### config.mk
export PLATFORM = sky130hd
export DESIGN_NAME = hazard_scoreboard_flat
export DESIGN_NICKNAME = d
export VERILOG_FILES = /design/src/rtl/hazard_scoreboard_if.sv /design/src/rtl/hazard_scoreboard.sv /design/src/flat_wrapper.sv
export SDC_FILE = /design/constraint.sdc
export NUM_CORES = 1
export LEC_CHECK = 0
export ABC_AREA = 1
export BUFFER_PORTS_ARGS = -buffer_cell sky130_fd_sc_hd__buf_2
export CAP_MARGIN = 0
export CELL_PAD_IN_SITES_DETAIL_PLACEMENT = 0
export CELL_PAD_IN_SITES_GLOBAL_PLACEMENT = 1
export CORE_MARGIN = 3
export CORE_UTILIZATION = 46
export DETAILED_ROUTE_END_ITERATION = 10
export GPL_TIMING_DRIVEN = 0
export PLACE_DENSITY = 0.93
export SETUP_SLACK_MARGIN = 0.15
export SLEW_MARGIN = 20
export SYNTH_ARGS = -nofsm -noshare
export SYNTH_HDL_FRONTEND = slang
export SYNTH_SLANG_ARGS = --single-unit
### constraint.sdc
create_clock -name clk -period 4.25 [get_ports clk]
set_input_delay 0.2125 -clock clk [delete_from_list [all_inputs] [get_ports clk]]
set_output_delay 0.2125 -clock clk [all_outputs]
set_load 0.05 [all_outputs]
### src/rtl/hazard_scoreboard_if.sv
// Issue/forwarding bundle between the ID stage and the hazard scoreboard.
// The ID stage drives the sb_i_* side; the scoreboard drives the sb_o_* side.
interface hazard_scoreboard_if #(
    parameter int AWIDTH = 5,
    parameter int NREG   = 2**AWIDTH
);
    logic              sb_i_issue_valid;
    logic [AWIDTH-1:0] sb_i_issue_rd;
    logic              sb_i_issue_regwrite;
    logic              sb_i_issue_load;
    logic [AWIDTH-1:0] sb_i_rs1;
    logic [AWIDTH-1:0] sb_i_rs2;
    logic              sb_i_stall;
    logic              sb_i_flush;
    logic              sb_o_stall;
    logic [1:0]        sb_o_control_rs1;
    logic [1:0]        sb_o_control_rs2;
    logic [NREG-1:0]   sb_o_pending;

    modport master (
        output sb_i_issue_valid, sb_i_issue_rd, sb_i_issue_regwrite, sb_i_issue_load,
        output sb_i_rs1, sb_i_rs2, sb_i_stall, sb_i_flush,
        input  sb_o_stall, sb_o_control_rs1, sb_o_control_rs2, sb_o_pending
    );

    modport slave (
        input  sb_i_issue_valid, sb_i_issue_rd, sb_i_issue_regwrite, sb_i_issue_load,
        input  sb_i_rs1, sb_i_rs2, sb_i_stall, sb_i_flush,
        output sb_o_stall, sb_o_control_rs1, sb_o_control_rs2, sb_o_pending
    );
endinterface

### src/rtl/hazard_scoreboard.sv
// Per-register pipeline-position scoreboard: tracks in-flight writers through
// EX/MEM/WB, raises the load-use stall and registers forwarding selects for EX.
`ifndef AWIDTH
`define AWIDTH 5
`endif

module hazard_scoreboard #(
    parameter int AWIDTH = `AWIDTH,
    parameter int NREG   = 2**AWIDTH
) (
    input  logic                clk,
    input  logic                rst,
    hazard_scoreboard_if.slave  sb
);
    typedef enum logic [1:0] {
        S_IDLE = 2'd0,
        S_EX   = 2'd1,
        S_MEM  = 2'd2,
        S_WB   = 2'd3
    } state_e;

    state_e     r_state [NREG];
    logic       r_load  [NREG];
    state_e     w_state_nxt [NREG];
    logic       w_load_nxt  [NREG];
    logic [1:0] r_ctrl_rs1;
    logic [1:0] r_ctrl_rs2;
    logic [1:0] w_ctrl_rs1;
    logic [1:0] w_ctrl_rs2;
    logic       w_use1;
    logic       w_use2;
    logic       w_stall;
    logic       w_issue_write;

    // Load-use hazard: a source is produced by a load that is still in EX.
    always_comb begin
        w_use1  = (sb.sb_i_rs1 != '0) && (r_state[sb.sb_i_rs1] == S_EX) && r_load[sb.sb_i_rs1];
        w_use2  = (sb.sb_i_rs2 != '0) && (r_state[sb.sb_i_rs2] == S_EX) && r_load[sb.sb_i_rs2];
        w_stall = w_use1 || w_use2;
    end

    assign sb.sb_o_stall = w_stall;

    always_comb begin
        w_issue_write = sb.sb_i_issue_valid && !w_stall && !sb.sb_i_stall && !sb.sb_i_flush
                        && sb.sb_i_issue_regwrite && (sb.sb_i_issue_rd != '0);
    end

    // Age every entry one stage; a flush kills EX entries instead of promoting them.
    always_comb begin
        for (int unsigned i = 0; i < NREG; i++) begin
            w_state_nxt[i] = S_IDLE;
            w_load_nxt[i]  = 1'b0;
            case (r_state[i])
                S_EX:    w_state_nxt[i] = sb.sb_i_flush ? S_IDLE : S_MEM;
                S_MEM:   w_state_nxt[i] = S_WB;
                default: w_state_nxt[i] = S_IDLE;
            endcase
        end
        if (w_issue_write) begin
            w_state_nxt[sb.sb_i_issue_rd] = S_EX;
            w_load_nxt[sb.sb_i_issue_rd]  = sb.sb_i_issue_load;
        end
    end

    function automatic logic [1:0] fwd_sel(input logic [AWIDTH-1:0] rs, input state_e st,
                                           input logic ld);
        logic [1:0] sel;
        sel = 2'd0;
        if (rs != '0) begin
            case (st)
                S_EX:    sel = ld ? 2'd0 : 2'd1;
                S_MEM:   sel = 2'd2;
                default: sel = 2'd0;
            endcase
        end
        return sel;
    endfunction

    always_comb begin
        w_ctrl_rs1 = 2'd0;
        w_ctrl_rs2 = 2'd0;
        if (sb.sb_i_issue_valid && !w_stall && !sb.sb_i_flush) begin
            w_ctrl_rs1 = fwd_sel(sb.sb_i_rs1, r_state[sb.sb_i_rs1], r_load[sb.sb_i_rs1]);
            w_ctrl_rs2 = fwd_sel(sb.sb_i_rs2, r_state[sb.sb_i_rs2], r_load[sb.sb_i_rs2]);
        end
    end

    always_ff @(posedge clk) begin
        if (rst) begin
            for (int unsigned i = 0; i < NREG; i++) begin
                r_state[i] <= S_IDLE;
                r_load[i]  <= 1'b0;
            end
            r_ctrl_rs1 <= 2'd0;
            r_ctrl_rs2 <= 2'd0;
        end else if (!sb.sb_i_stall) begin
            for (int unsigned i = 0; i < NREG; i++) begin
                r_state[i] <= w_state_nxt[i];
                r_load[i]  <= w_load_nxt[i];
            end
            r_ctrl_rs1 <= w_ctrl_rs1;
            r_ctrl_rs2 <= w_ctrl_rs2;
        end
    end

    assign sb.sb_o_control_rs1 = r_ctrl_rs1;
    assign sb.sb_o_control_rs2 = r_ctrl_rs2;

    always_comb begin
        sb.sb_o_pending = '0;
        for (int unsigned i = 0; i < NREG; i++) begin
            sb.sb_o_pending[i] = (r_state[i] != S_IDLE);
        end
    end
endmodule

### src/flat_wrapper.sv
// flat-port wrapper written by rule: the top's interface ports become plain ports
module hazard_scoreboard_flat 
#(
    parameter int AWIDTH = `AWIDTH,
    parameter int NREG   = 2**AWIDTH
)
  (clk, rst, sb_sb_i_issue_valid, sb_sb_i_issue_rd, sb_sb_i_issue_regwrite, sb_sb_i_issue_load, sb_sb_i_rs1, sb_sb_i_rs2, sb_sb_i_stall, sb_sb_i_flush, sb_sb_o_stall, sb_sb_o_control_rs1, sb_sb_o_control_rs2, sb_sb_o_pending);
  hazard_scoreboard_if #(.AWIDTH(AWIDTH), .NREG(NREG)) sb_i ();
  input  logic clk;
  input  logic rst;
  input wire logic [$bits(sb_i.sb_i_issue_valid)-1:0] sb_sb_i_issue_valid;
  input wire logic [$bits(sb_i.sb_i_issue_rd)-1:0] sb_sb_i_issue_rd;
  input wire logic [$bits(sb_i.sb_i_issue_regwrite)-1:0] sb_sb_i_issue_regwrite;
  input wire logic [$bits(sb_i.sb_i_issue_load)-1:0] sb_sb_i_issue_load;
  input wire logic [$bits(sb_i.sb_i_rs1)-1:0] sb_sb_i_rs1;
  input wire logic [$bits(sb_i.sb_i_rs2)-1:0] sb_sb_i_rs2;
  input wire logic [$bits(sb_i.sb_i_stall)-1:0] sb_sb_i_stall;
  input wire logic [$bits(sb_i.sb_i_flush)-1:0] sb_sb_i_flush;
  output wire logic [$bits(sb_i.sb_o_stall)-1:0] sb_sb_o_stall;
  output wire logic [$bits(sb_i.sb_o_control_rs1)-1:0] sb_sb_o_control_rs1;
  output wire logic [$bits(sb_i.sb_o_control_rs2)-1:0] sb_sb_o_control_rs2;
  output wire logic [$bits(sb_i.sb_o_pending)-1:0] sb_sb_o_pending;
  assign sb_i.sb_i_issue_valid = sb_sb_i_issue_valid;
  assign sb_i.sb_i_issue_rd = sb_sb_i_issue_rd;
  assign sb_i.sb_i_issue_regwrite = sb_sb_i_issue_regwrite;
  assign sb_i.sb_i_issue_load = sb_sb_i_issue_load;
  assign sb_i.sb_i_rs1 = sb_sb_i_rs1;
  assign sb_i.sb_i_rs2 = sb_sb_i_rs2;
  assign sb_i.sb_i_stall = sb_sb_i_stall;
  assign sb_i.sb_i_flush = sb_sb_i_flush;
  assign sb_sb_o_stall = sb_i.sb_o_stall;
  assign sb_sb_o_control_rs1 = sb_i.sb_o_control_rs1;
  assign sb_sb_o_control_rs2 = sb_i.sb_o_control_rs2;
  assign sb_sb_o_pending = sb_i.sb_o_pending;
  hazard_scoreboard #(.AWIDTH(AWIDTH), .NREG(NREG)) u_core (.clk(clk), .rst(rst), .sb(sb_i));
endmodule
[Yosys cells after proc, flatten, opt, wreduce, memory -nomap -nowiden]
Memory sizes are Yosys's and may differ from the RTL's.
Cells that the tools add are included.
Word-level totals
  flip-flop bits (word level): 4
  RAM bits: 96
  bits of input ports: 22
  output and inout port bits: 37
  logic and storage cells: 309
  memories kept: 2
Memory list
  u_core.r_state: depth 32, width 2, rd ports 34, clocked after memory_dff 0, wr ports 32, line hazard_scoreboard.sv:22  | state_e r_state [NREG];
  u_core.r_load: depth 32, width 1, rd ports 2, clocked after memory_dff 0, wr ports 32, line hazard_scoreboard.sv:23  | logic r_load [NREG];
Cells by class
  magnitude comparators: 2
  equality and inequality tests: 68
  multiplexer cells: 116
  bitwise logic cells: 69
  reduce and logical (&&, ||, !) cells: 50
Operators with widths (number)
  $pmux 2 s2: 34
  $mux 2: 38
  $eq 2x1->1 const B: 34
  $eq 2x2->1 const B: 34
  $and 32x32->32: 2
  $mux 64: 1
  $or 1x1->1: 64
  $reduce_bool 2->1: 32
  $mux 1: 40
  $mux 32: 1
  $not 32->32: 1
  $or 32x32->32: 1
  $reduce_bool 5->1: 3
  $logic_and 1x1->1: 11
  $demux 2 s5: 1
  $ge 6x6->1 const B: 1
  $lt 6x1->1 const B: 1
  $not 5->6: 1
  $demux 1 s5: 1
  $logic_not 1->1: 3
  $logic_or 1x1->1: 1

[Depth between registers and ports, before layout]
An unclocked memory read counts as a cell.
  word-level depth: 13
  depth in mapped cells: 19
  mapped depth without buffers: 17

[Least setup slack after synthesis]
No wires, ideal clock.
  kind: in2reg
  from: input port rst
  to: memory u_core.r_load[0], enable pin
  library setup time: 901 ps
  data arrival time: 2340 ps
  data required time: 3349 ps
  slack: 1009 ps
  stages: 4
  buffers on the path: 2
  cells stage by stage: clkbuf_1 > inv_1 > clkbuf_1 > nand2_1
RTL lines
  start: declaration: line flat_wrapper.sv:10  | input logic rst;
  end: declaration: line hazard_scoreboard.sv:23

==> results.sh <==
export IMPL_ys_ff_latch=100
export IMPL_p_leak_nw=3.83
export IMPL_cp_start_kind="register"
export IMPL_synth_main_ff_cell="edfxtp_1"
export IMPL_diodes=0
export IMPL_numPortBuffers=50
export IMPL_hold_ws_ns=0.276
export IMPL_intPower_mw=1.77
export IMPL_worstHoldEndpoint="u_core.r_state[30][0]$_SDFFCE_PP0P_"
export IMPL_cp_arrival_ns=2.24
export IMPL_slew_headroom_pct=34.9
export IMPL_cp_top_family="simple AND/OR/NAND/NOR gates"
export IMPL_r2r_end="u_core.r_state[8][1]$_SDFFCE_PN0P_"
export IMPL_die_y_um=138
export IMPL_pwr_share_seq_pct=43.9
export IMPL_max_freq_mhz=408
export IMPL_clkPwrFrac_pct=32.7
export IMPL_worst_ep_required_time_ns=4.04
export IMPL_hold_viol=0
export IMPL_dpl_cell_count=1313
export IMPL_end_kind="primary output"
export IMPL_slew_violations=0
export IMPL_clk_pin_slew_ns=0.08
export IMPL_cts_htree_levels=3
export IMPL_p_sw_mw=0.921
export IMPL_antenna_found_initial=0
export IMPL_root_buffer="clkbuf_16"
export IMPL_cts_tree="done"
export IMPL_core_area_um2=16800
export IMPL_tightest_slew_ns=0.973
export IMPL_multiInputGateArea_um2=4270
export IMPL_synth_edff_count=96
export IMPL_post_layout_nonfiller_instances=1329
export IMPL_cp_max_fo=3
export IMPL_drt_wirelength_per_cell_um=19.3
export IMPL_crit_buf_inv=2
export IMPL_drt_initial_drc_count=935
export IMPL_period_needed_ns=2.45
export IMPL_final_cell_area_um2=8870
export IMPL_pwr_density_cell_nw_per_um2=304
export IMPL_rrSetupSlack_ns=1.86
export IMPL_nNetsFinal=1223
export IMPL_ant_nets=0
export IMPL_vias_per_cell=5.49
export IMPL_area_growth_synth_to_final_pct=10.9
export IMPL_p_comb_share_pct=23.3
export IMPL_initial_core_util_pct=47.6
export IMPL_die_area_um2=19000
export IMPL_cts_setup_buffers=0
export IMPL_synth_area_um2=8000
export IMPL_final_core_util_pct=52.8
export IMPL_clk_path_buf_depth=2
export IMPL_gp_congestion=1.02
export IMPL_nFillCells=1664
export IMPL_grt_max_degree=51
export IMPL_crit_chain="inv_1 -> o21ai_0 -> nor2_1 -> nor2_1 -> nor2_1 -> nand2_1 -> nand2_1 -> nor2_1 -> nand3_2 -> nand2_1 -> buf_2"
export IMPL_grt_pass1_vias=6712
export IMPL_setup_violations_final=0
export IMPL_fin_setup_tns_ns=0
export IMPL_synth_cells=1042
export IMPL_switching_share_pct=34.2
export IMPL_period_share_pct=57.7
export IMPL_grt_overflow=0
export IMPL_whs_path_depth=2
export IMPL_clock_sinks=100
export IMPL_critical_path_slowest_cell="edfxtp_1"
export IMPL_clk_latency_ns=0.37
export IMPL_die_width_um=138
export IMPL_io_pins=59
export IMPL_fin_worst_skew_ns=0.00911
export IMPL_place_area_um2=8560
export IMPL_synth_avg_cell_area_um2=7.68
export IMPL_critPathKind="reg -> out"
export IMPL_track_usage_pct=26.9
export IMPL_wl_um=25600
export IMPL_setup_slack_ns=1.80
export IMPL_status="completed"
export IMPL_min_from="rst"
export IMPL_num_vias=7296
export IMPL_r2r_start="u_core.r_state[6][0]$_SDFFCE_PN0P_"
export IMPL_cts_hold_buf=0
export IMPL_cap_violations=0
export IMPL_drive_above_1_share_pct=13.4
export IMPL_drt_first_pass_iters=6
export IMPL_ys_warn_count=0
export IMPL_final_seq_area_um2=2960
export IMPL_synth_cell_types=31
export IMPL_r2r_cells=13
export IMPL_worst_path_largest_cell_delay_ns=0.39
export IMPL_dpl_worst_slack_ns=1.62
export IMPL_dpl_hpwl_um=19200
export IMPL_power_mw=2.69
export IMPL_crit_top_cell="nor2_1"
export IMPL_rsz0062_at_grt="false"
export IMPL_ctsResizeCount=0
export IMPL_drc=0
export IMPL_row_count=47
export IMPL_syn_nets=1161
export IMPL_cts_buffers=9
export IMPL_synth_async_reset_ratio_pct=0
export IMPL_irDropWorstVdd_uv=176
export IMPL_grt_pass1_wl_um=38000
export IMPL_yosysSeqAreaShare_pct=37.0
export IMPL_holdCritPathClass="in -> reg"
[cells by family after synthesis]
logic type / after synthesis / synth area share (%)
and+or+nand+nor: 552 / 30.8
buffers and inverters: 180 / 9.76
AOI/OAI and AO/OA: 112 / 7.16
DFF: 100 / 37.0
adders and majority gates: 97 / 15.2
other: 1 / 0.0469
[worst max-delay path by stage]
stage	start	to	slack (ns)	cells after the start
floorplan	rst	u_core.r_load[0]$_SDFFCE_PN0P_	1.01	4
detailed placement	sb_sb_i_stall	u_core.r_state[8][0]$_SDFFCE_PN0P_	1.62	5
finish	u_core.r_state[6][0]$_SDFFCE_PN0P_	sb_sb_o_stall	1.80	11
CTS	u_core.r_state[6][0]$_SDFFCE_PN0P_	sb_sb_o_stall	1.85	11
global placement	rst	u_core.r_state[26][0]$_SDFFCE_PP0P_	-0.41	4
global route	u_core.r_state[6][0]$_SDFFCE_PN0P_	sb_sb_o_stall	1.70	11
[flip-flops by register name (all words and copies together) (netlist names)]
signal	cells
u_core.r_state	64
u_core.sb.sb_o_control_rs2	2
u_core.sb.sb_o_control_rs1	2
u_core.r_load	32
[power groups by stage]
stage / clock (mW) / sequential [mW] / combinational (mW)
after global placement: 0 / 1.21 / 0.607
after detailed placement: 0 / 1.20 / 0.616
final: 0.882 / 1.18 / 0.628
after global routing: 0.916 / 1.19 / 0.688
after floorplan: 0 / 1.19 / 0.445
after CTS: 0.884 / 1.18 / 0.621
[Yosys cell counts, types with 4 or more instances]
cell	count	share of area, %
nand2_1	246	12
inv_1	123	5.8
nand3_1	100	6.3
ha_1	97	15
edfxtp_1	96	36
nor2_1	92	4.3
nor3_1	66	4.1
a21oi_1	62	3.9
o21ai_0	39	2.4
nor2_2	27	2.1
buf_2	21	1.3
clkbuf_1	14	0.66
buf_4	8	0.75
o21ai_1	6	0.38
buf_6	5	0.70
inv_2	5	0.23
nor2_4	5	0.70
nor3_2	5	0.63
o211ai_1	5	0.47
dfxtp_1	4	1.0
nand4_1	4	0.31
[cell type report]
class / instances / share of cell area (%)
multi-input cells: 762 / 48.1
flip-flops and latches: 100 / 33.4
inverters: 129 / 5.46
plain buffers: 51 / 3.34
repair buffers: 51 / 3.13
well taps: 220 / 3.10
clock buffers: 9 / 2.54
clock inverters: 7 / 0.945
[layer usage]
layer	share of wire [%]	wire length, µm	track usage [%]
met1	44	11200	37.4
met2	46	11700	42.6
met3	8.1	2070	4.14
met4	2.4	618	9.60
met5	0	0	0
[cell usage in the layout (no fill, tap or decap), types with 2 or more instances in the layout]
master / count
o21ai_1: 6
buf_1: 2
nand2_1: 245
nand3_2: 2
dfxtp_1: 4
inv_8: 2
a21oi_1: 62
buf_4: 8
inv_2: 5
o21ai_0: 39
clkbuf_16: 9
nor2_2: 27
o211ai_1: 5
nand4_1: 4
edfxtp_1: 96
buf_2: 71
clkbuf_1: 14
clkinvlp_4: 3
nand3_1: 100
nor3_2: 5
ha_1: 97
buf_6: 5
nor2_1: 92
inv_1: 123
nor3_1: 66
nor2_4: 5
(Power assumes the default switching activity.)
